### src/rtl/uart_rx_fifo_engine.sv
// UART receive engine: 2-flop synchroniser, oversampled deframer with
// runtime format select, break/glitch handling, and a FWFT FIFO whose
// entries carry {frame_err, parity_err, data}.
// Ports: clk_i/rst_i (sync, active-high), enable_i, baud_tick_i, rx_i,
// data_width_i, parity_mode_i, stop_bits_i, threshold_i, rd_i,
// clear_overrun_i -> data_o, frame_error_o, parity_error_o,
// fifo_empty_o, fifo_full_o, fifo_count_o, threshold_o, overrun_o,
// break_o, rx_busy_o.
module uart_rx_fifo_engine #(
  parameter int OVERSAMPLE = 16,
  parameter int FIFO_DEPTH = 16,
  parameter int CW = $clog2(FIFO_DEPTH) + 1
) (
  input  logic          clk_i,
  input  logic          rst_i,
  input  logic          enable_i,
  input  logic          baud_tick_i,
  input  logic          rx_i,
  input  logic [1:0]    data_width_i,
  input  logic [1:0]    parity_mode_i,
  input  logic          stop_bits_i,
  input  logic [CW-1:0] threshold_i,
  input  logic          rd_i,
  input  logic          clear_overrun_i,
  output logic [7:0]    data_o,
  output logic          frame_error_o,
  output logic          parity_error_o,
  output logic          fifo_empty_o,
  output logic          fifo_full_o,
  output logic [CW-1:0] fifo_count_o,
  output logic          threshold_o,
  output logic          overrun_o,
  output logic          break_o,
  output logic          rx_busy_o
);

  localparam int AW = $clog2(FIFO_DEPTH);
  localparam int TW = $clog2(OVERSAMPLE);
  localparam logic [TW-1:0] HALF_M1 = TW'(OVERSAMPLE / 2 - 1);
  localparam logic [TW-1:0] FULL_M1 = TW'(OVERSAMPLE - 1);
  localparam logic [CW-1:0] DEPTH = CW'(FIFO_DEPTH);

  typedef enum logic [2:0] {
    S_IDLE, S_START, S_DATA, S_PARITY,
    S_STOP1, S_STOP2, S_PUSH, S_WAIT
  } state_t;

  state_t        state;
  logic [2:0]    sync;
  logic          rx_s;
  logic          fall;
  logic [TW-1:0] tick_cnt;
  logic          mid;
  logic [2:0]    bit_idx;
  logic [2:0]    last_idx;
  logic [7:0]    shreg;
  logic [1:0]    dw;
  logic [1:0]    pm;
  logic          two_stop;
  logic          par_acc;
  logic          any_one;
  logic          frame_err;
  logic          parity_err;
  logic          brk;

  // sync[2] is the previous synchronised sample, for edge detection
  assign rx_s = sync[1];
  assign fall = sync[2] & ~sync[1];
  assign mid = baud_tick_i && (tick_cnt == FULL_M1);
  assign last_idx = {1'b1, dw};
  assign rx_busy_o = (state != S_IDLE);

  always_ff @(posedge clk_i) begin
    if (rst_i) sync <= '1;
    else sync <= {sync[1:0], rx_i};
  end

  always_ff @(posedge clk_i) begin
    if (rst_i) begin
      state      <= S_IDLE;
      tick_cnt   <= '0;
      bit_idx    <= '0;
      shreg      <= '0;
      dw         <= '0;
      pm         <= '0;
      two_stop   <= 1'b0;
      par_acc    <= 1'b0;
      any_one    <= 1'b0;
      frame_err  <= 1'b0;
      parity_err <= 1'b0;
      brk        <= 1'b0;
      break_o    <= 1'b0;
    end else if (!enable_i) begin
      state    <= S_IDLE;
      tick_cnt <= '0;
      break_o  <= 1'b0;
    end else begin
      break_o <= 1'b0;
      if (baud_tick_i) tick_cnt <= tick_cnt + 1'b1;
      case (state)
        S_IDLE: begin
          if (fall) begin
            state    <= S_START;
            tick_cnt <= '0;
          end
        end
        S_START: begin
          if (baud_tick_i && tick_cnt == HALF_M1) begin
            tick_cnt <= '0;
            if (!rx_s) begin
              state      <= S_DATA;
              dw         <= data_width_i;
              pm         <= parity_mode_i;
              two_stop   <= stop_bits_i;
              bit_idx    <= '0;
              shreg      <= '0;
              par_acc    <= 1'b0;
              any_one    <= 1'b0;
              frame_err  <= 1'b0;
              parity_err <= 1'b0;
              brk        <= 1'b0;
            end else begin
              state <= S_IDLE;
            end
          end
        end
        S_DATA: begin
          if (mid) begin
            tick_cnt       <= '0;
            shreg[bit_idx] <= rx_s;
            par_acc        <= par_acc ^ rx_s;
            any_one        <= any_one | rx_s;
            bit_idx        <= bit_idx + 3'd1;
            if (bit_idx == last_idx)
              state <= pm[1] ? S_STOP1 : S_PARITY;
          end
        end
        S_PARITY: begin
          if (mid) begin
            tick_cnt   <= '0;
            parity_err <= (par_acc ^ rx_s) != pm[0];
            any_one    <= any_one | rx_s;
            state      <= S_STOP1;
          end
        end
        S_STOP1: begin
          if (mid) begin
            tick_cnt <= '0;
            if (!rx_s && !any_one) begin
              // break: all-zero frame, stored as a framing error
              brk        <= 1'b1;
              frame_err  <= 1'b1;
              parity_err <= 1'b0;
              break_o    <= 1'b1;
              state      <= S_PUSH;
            end else begin
              frame_err <= frame_err | ~rx_s;
              state     <= two_stop ? S_STOP2 : S_PUSH;
            end
          end
        end
        S_STOP2: begin
          if (mid) begin
            tick_cnt  <= '0;
            frame_err <= frame_err | ~rx_s;
            state     <= S_PUSH;
          end
        end
        S_PUSH: begin
          tick_cnt <= '0;
          state    <= brk ? S_WAIT : S_IDLE;
        end
        S_WAIT: begin
          if (rx_s) begin
            tick_cnt <= '0;
            state    <= S_IDLE;
          end
        end
        default: state <= S_IDLE;
      endcase
    end
  end

  logic [9:0]    mem [FIFO_DEPTH];
  logic [9:0]    head;
  logic [AW-1:0] wr_ptr;
  logic [AW-1:0] rd_ptr;
  logic          push;
  logic          pop;
  logic          accept;

  assign push = (state == S_PUSH);
  assign fifo_empty_o = (fifo_count_o == '0);
  assign fifo_full_o = (fifo_count_o == DEPTH);
  assign pop = rd_i && !fifo_empty_o;
  // a pop in the same cycle frees the slot being written
  assign accept = push && (!fifo_full_o || rd_i);

  assign head = mem[rd_ptr];
  assign data_o = fifo_empty_o ? 8'h00 : head[7:0];
  assign parity_error_o = !fifo_empty_o && head[8];
  assign frame_error_o = !fifo_empty_o && head[9];

  always_ff @(posedge clk_i) begin
    if (accept) mem[wr_ptr] <= {frame_err, parity_err, shreg};
  end

  always_ff @(posedge clk_i) begin
    if (rst_i) begin
      wr_ptr       <= '0;
      rd_ptr       <= '0;
      fifo_count_o <= '0;
      overrun_o    <= 1'b0;
      threshold_o  <= 1'b0;
    end else begin
      if (accept) wr_ptr <= wr_ptr + 1'b1;
      if (pop) rd_ptr <= rd_ptr + 1'b1;
      unique case (1'b1)
        accept && !pop: fifo_count_o <= fifo_count_o + 1'b1;
        pop && !accept: fifo_count_o <= fifo_count_o - 1'b1;
        default: ;
      endcase
      if (push && !accept) overrun_o <= 1'b1;
      else if (clear_overrun_i) overrun_o <= 1'b0;
      threshold_o <= (threshold_i != '0) &&
                     (fifo_count_o >= threshold_i);
    end
  end

endmodule
### config.mk
export PLATFORM = sky130hd
export DESIGN_NAME = uart_rx_fifo_engine
export DESIGN_NICKNAME = d
export VERILOG_FILES = /design/src/rtl/uart_rx_fifo_engine.sv
export SDC_FILE = /design/constraint.sdc
export NUM_CORES = 1
export LEC_CHECK = 0
export CAP_MARGIN = 25
export CORE_UTILIZATION = 50
export DETAILED_ROUTE_END_ITERATION = 7
export PLACE_DENSITY = 0.69
export SLEW_MARGIN = 25
export SYNTH_ARGS = -nofsm -noshare
export SYNTH_HDL_FRONTEND = slang
export SYNTH_SLANG_ARGS = --single-unit
### constraint.sdc
create_clock -name clk_i -period 4.2 [get_ports clk_i]
set_clock_uncertainty 0.2 [all_clocks]
set_input_delay 1.05 -clock clk_i [delete_from_list [all_inputs] [get_ports clk_i]]
set_output_delay 1.05 -clock clk_i [all_outputs]
set_load 0.02 [all_outputs]
; ---- Word-level counts from Yosys, hierarchy flattened
; Memories as Yosys holds them, arrays and structs flattened. A register that Yosys moved wholly into a read port is not among the register bits.
; Cells that the tools add are included.
[op_classes]
n_addsub = 6
n_lt_le_gt_ge = 3
eq_ne = 23
n_mux = 57
bitwise = 8
reduce_logical = 41
[ops]
columns = op, count
row1 = $mux W3, 13
row2 = $mux W8, 4
row3 = $mux W4, 7
row4 = $pmux W3 S8, 1
row5 = $ne A2 B2 Y1 const B, 10
row6 = $pmux W4 S5, 1
row7 = $mux W1, 18
row8 = $pmux W8 S2, 1
row9 = $add A4 B1 Y4 const B, 3
row10 = $eq A3 B3 Y1 const B, 4
row11 = $logic_and A1 B1 Y1, 12
row12 = $reduce_and A6 Y1, 2
row13 = $pmux W5 S2, 1
row14 = $reduce_and A5 Y1, 2
row15 = $reduce_bool A2 Y1, 5
row16 = $reduce_bool A3 Y1, 3
row17 = $bwmux W8, 1
row18 = $reduce_and A8 Y1, 1
row19 = $reduce_or A4 Y1, 2
row20 = $reduce_and A7 Y1, 1
row21 = $eq A3 B2 Y1 const B, 2
row22 = $logic_not A1 Y1, 6
row23 = $mux W2, 3
row24 = $pmux W1 S2, 3
row25 = other kinds (26), 32
[totals]
regBits = 47
ram_bits = 160
in_bits = 17
output_inout_bits = 21
elab_cells = 158
mem_count = 1
[memory_table]
columns = name, depth, width, rd, rd_clocked_by_memory_dff, wr, line_no
row1 = mem, 16, 10, 1, 1, 1, 184  ; logic [9:0] mem [FIFO_DEPTH];

; ---- Longest topological paths before layout
[depth]
ltp_word = 7
ltp_mapped = 14
ltp_nobuf = 11

; ---- Least setup slack after synthesis
; OpenSTA, ideal clock, no wires.
[synth_path]
path_type = input port to flip-flop
from = in rd_i
to = reg fifo_count_o[4]
setup_ns = 0.121
arrival_ns = 3.160
required_time_ns = 3.879
path_slack_ns = 0.719
cell_stages = 12
path_buffers = 1
cell_sequence = inv_1 -> a31oi_2 -> inv_2 -> ha_1 -> clkbuf_1 -> xor2_1 -> ha_1 -> a211o_1 -> nand2_1 -> nand3b_1 -> a31oi_1 -> mux2_2
[synth_via]
elab_chain_cells = 5
word_cells_on_any_way = 9
cone_classes = mux (1) / reduce/logical (8)
[synth_rtl]
columns = element, line_no
row1 = from (decl), 23  ; input logic rd_i,
row2 = $logic_or A1 B1 Y1, 197  ; assign accept = push && (!fifo_full_o || rd_i);
row3 = $logic_and A1 B1 Y1, 197
row4 = $logic_not A1 Y1, 220  ; pop && !accept: fifo_count_o <= fifo_count_o - 1'b1;
row5 = $logic_and A1 B1 Y1, 220
row6 = $pmux W5 S2 / $reduce_bool A2 Y1 (equally long branches), --
row7 = to (signal assigned), 219  ; accept && !pop: fifo_count_o <= fifo_count_o + 1'b1;
row8 = to (signal assigned), 220
row9 = to (decl), 30  ; output logic [CW-1:0] fifo_count_o,
; Parallel ways exist; a longest one is shown, timed or not.
; A chain may end at the register's enable or synchronous reset.

==> metrics.txt <==
register bit total from synthesis=211; number of vias in the routed layout=4988; number of buffers and inverters on the critical path=2; Most used DFF post-synth=edfxtp_1; number of endpoints with negative hold slack in the final report=0; worst-case setup margin in the final layout=63.71 ps; number of DRC violations after detailed routing=0; aggregate global routing overflow=0; register area=5829 um2; overall track demand over capacity in global routing=20.49%; total design power=0.004283 W; Worst path top cell family by delay=multiplexers; cell-internal power=0.003405 W; first-pass GRT wire length=28250 um; global routing usage on met1=26.50%; critical path, cell by cell=buf_12 > mux4_1 > mux4_2 > nor2b_4 > clkdlybuf4s50_1; max-slew violation count=0; Max-slew headroom=51.66%; leakage power of the design=3.563 nW; areal power density over the cells=408.2 nW/um2; crit-path max FO=13; Crit Path Class=flip-flop to primary output; grt met2 use=36.04%; class of the most critical hold timing path=flip-flop to flip-flop; Mapped Area=9066 um2; share of power burned in combinational logic=3.3%; routed wire length=18200 um; Sw Pwr=0.0008781 W; time the final worst path needs with I/O delays and setup=4136 ps; worst-case setup slack after placement=289.2 ps; proportion of power drawn by flip-flops and latches=52.3%; Clock Tree Buf Depth=3; data required time at the worst endpoint=2950 ps; clock tree from TritonCTS=built; leading area contributor after synthesis=edfxtp_1; Std-Cell Rows=48; post-place instance area=9759 um2; layout filler cell count=1254; switch share=20.50%; peak clock frequency supported by timing=241.8 MHz; sequential fraction of the synthesis area=64.26%; unrepaired setup endpoints after global routing=no; core outline area=17480 um2; footprint of the multi-input gates=3018 um2; number of enable-type register cells in the synthesized netlist=160; share of the synthesized area in the top cell type=52.99%; arrival time at the worst endpoint=2890 ps; kind of launch point of the worst setup path=flip-flop; sum of negative setup slack=0 ps; instance count of the mapped netlist=557; element type at the critical path end=primary output; met3 demand-to-capacity share in global routing=2.556%; Die Area=18670 um2; Syn. warnings=0; # Post-CTS Setup Buffers=0; cell at the root of the clock tree=clkbuf_16; post-route design area=10490 um2; area added between synthesis and finish=15.75%; final cell utilization of the core=60.04%; diode insertion count for antenna repair=0; clk_lat worst skew=500 ps; hold_sp=sync[0]$_SDFF_PP1_; first-iteration detailed-routing DRC count=392; via/cell ratio=5.889; CP max stage delay=560 ps; startpoint of the most critical register-to-register path=state[1]$_SDFFE_PP0P_; I/O pin count=38; final weighted congestion of routability-driven global placement=0.8516; number of nets in the synthesized netlist=590; number of different library cells in the post-synthesis netlist=62; number of sinks on the clock net=211; antenna viol nets, final=0; DIE HEIGHT=136.7 um; CTS buffer count=22; average cell area after synthesis=16.28 um2; Critical Path Slowest Stage Cell=mux4_1; first-pass iteration count of the detailed router=4; HPWL reported at the end of detailed placement=11240 um; dominant cells by area after synthesis=edfxtp_1 (53%), dfxtp_1 (11%), mux4_1 (9.0%); share of power burned in the clock network=44.4%; Max-Cap Viols=0; largest net degree at the start of global routing=41; share of the cycle needed by the critical path after routing=98.48%; via count of the first global-routing pass=5121; outcome=finished, final reports clean; setup violation total in the final timing report=0; Routed WL per cell=21.49 um; # port buffers=37; fraction of layout cells with a size suffix above 1=17.04%; antenna violations before repair=0; Max H-tree Level=1; initial core utilization=51.88%; clock transition time at the flip-flop clock pins of the worst setup and hold paths=60 ps; transition time at the pin with the least slew margin=725.1 ps; IR drop worst, VDD=0.3203 mV; Post-layout nets=639; Most Used Layer, Global Route=met2; floorplan die width=136.7 um; fraction of registers with async set/reset=0%
==> what timing repair did <==
action,4_1_cts,5_1_grt
cloned,0,0
gates resized for setup,4,5
hold buffers,0,0
endpoints found under the setup margin,9,5
==> layout by cell type, fill, tap and decap left out, drive strengths merged, types with 12 or more instances in the layout <==
| cell type | Yosys | final |
|---|---|---|
| clkdlybuf4s50 | 0 | 29 |
| mux4 | 50 | 50 |
| xor2 | 12 | 12 |
| ha | 16 | 16 |
| clkbuf | 17 | 28 |
| edfxtp | 160 | 160 |
| nor2b | 15 | 15 |
| nor2 | 42 | 42 |
| nand2 | 17 | 17 |
| inv | 18 | 19 |
| dfxtp | 51 | 51 |
| buf | 16 | 21 |
| mux2i | 14 | 14 |
==> cells by family after synthesis <==
family	Yosys count	share of synthesized area, %
buf+inv	51	2.732
fa+ha+maj	16	2.208
mux	66	15.50
flops	211	64.26
compound gates	55	4.292
simple gates	139	9.177
xor+xnor	19	1.835
==> cell usage after synthesis, drive strengths merged, types with 7 or more instances <==
cell,n
edfxtp,160
dfxtp,51
mux4,50
nor2,42
inv,18
clkbuf,17
nand2,17
buf,16
ha,16
nor2b,15
mux2i,14
xor2,12
a21oi,11
o21ai,11
nand2b,8
nor4,8
nor3,7
xnor2,7
==> path summary, 6_finish.rpt <==
path | end | slack (ps) | cells after the start
hold / removal | sync[1]$_SDFF_PP1_ | 210 | 1
setup reg to reg | fifo_count_o[4]$_SDFFE_PP0P_ | 910 | 11
setup / recovery | parity_error_o | 60 | 5
hold reg to reg | sync[1]$_SDFF_PP1_ | 210 | 1
==> registers in the layout, indices dropped and copies added (netlist names), 2 cells and up, named ones only <==
name,flops
bit_idx,3
rd_ptr,4
wr_ptr,4
fifo_count_o,5
shreg,8
sync,3
pm,2
state,3
dw,2
tick_cnt,4
mem,160
==> cell type report <==
class | instances | area share (%)
multi-input combinational | 295 | 28.76
sequential | 211 | 55.55
inverter | 18 | 0.6439
timing repair buffer | 58 | 5.473
clock buffer | 28 | 5.950
clock inverter | 12 | 0.9419
tap | 225 | 2.683
==> stage by stage <==
| stage | std cells | hold WS [ps] |
|---|---|---|
| detailed placement | 807 | 195.5 |
| global placement | 807 | 195.8 |
| finish | 847 | 211.9 |
| global route | 847 | 240.3 |
| CTS | 847 | 213.4 |
| floorplan | 557 | 189.5 |
==> per-layer routing <==
metal,vias to the layer above,share of wire (%)
li1,2297,-
met1,2512,43
met2,144,50
met3,35,4.7
met4,0,2.5
met5,-,0
==> power by group through the flow <==
| stage | combinational (W) | clock, W | sequential, W |
|---|---|---|---|
| 3_3_place_gp | 0.000135 | 0 | 0.00228 |
| 2_1_floorplan | 0.000107 | 0 | 0.00227 |
| 3_5_place_dp | 0.000140 | 0 | 0.00229 |
| 4_1_cts | 0.000141 | 0.00193 | 0.00224 |
| 5_1_grt | 0.000154 | 0.00200 | 0.00224 |
| 6_report | 0.000142 | 0.00190 | 0.00224 |
Note: power is estimated with default switching activity, not from simulation.
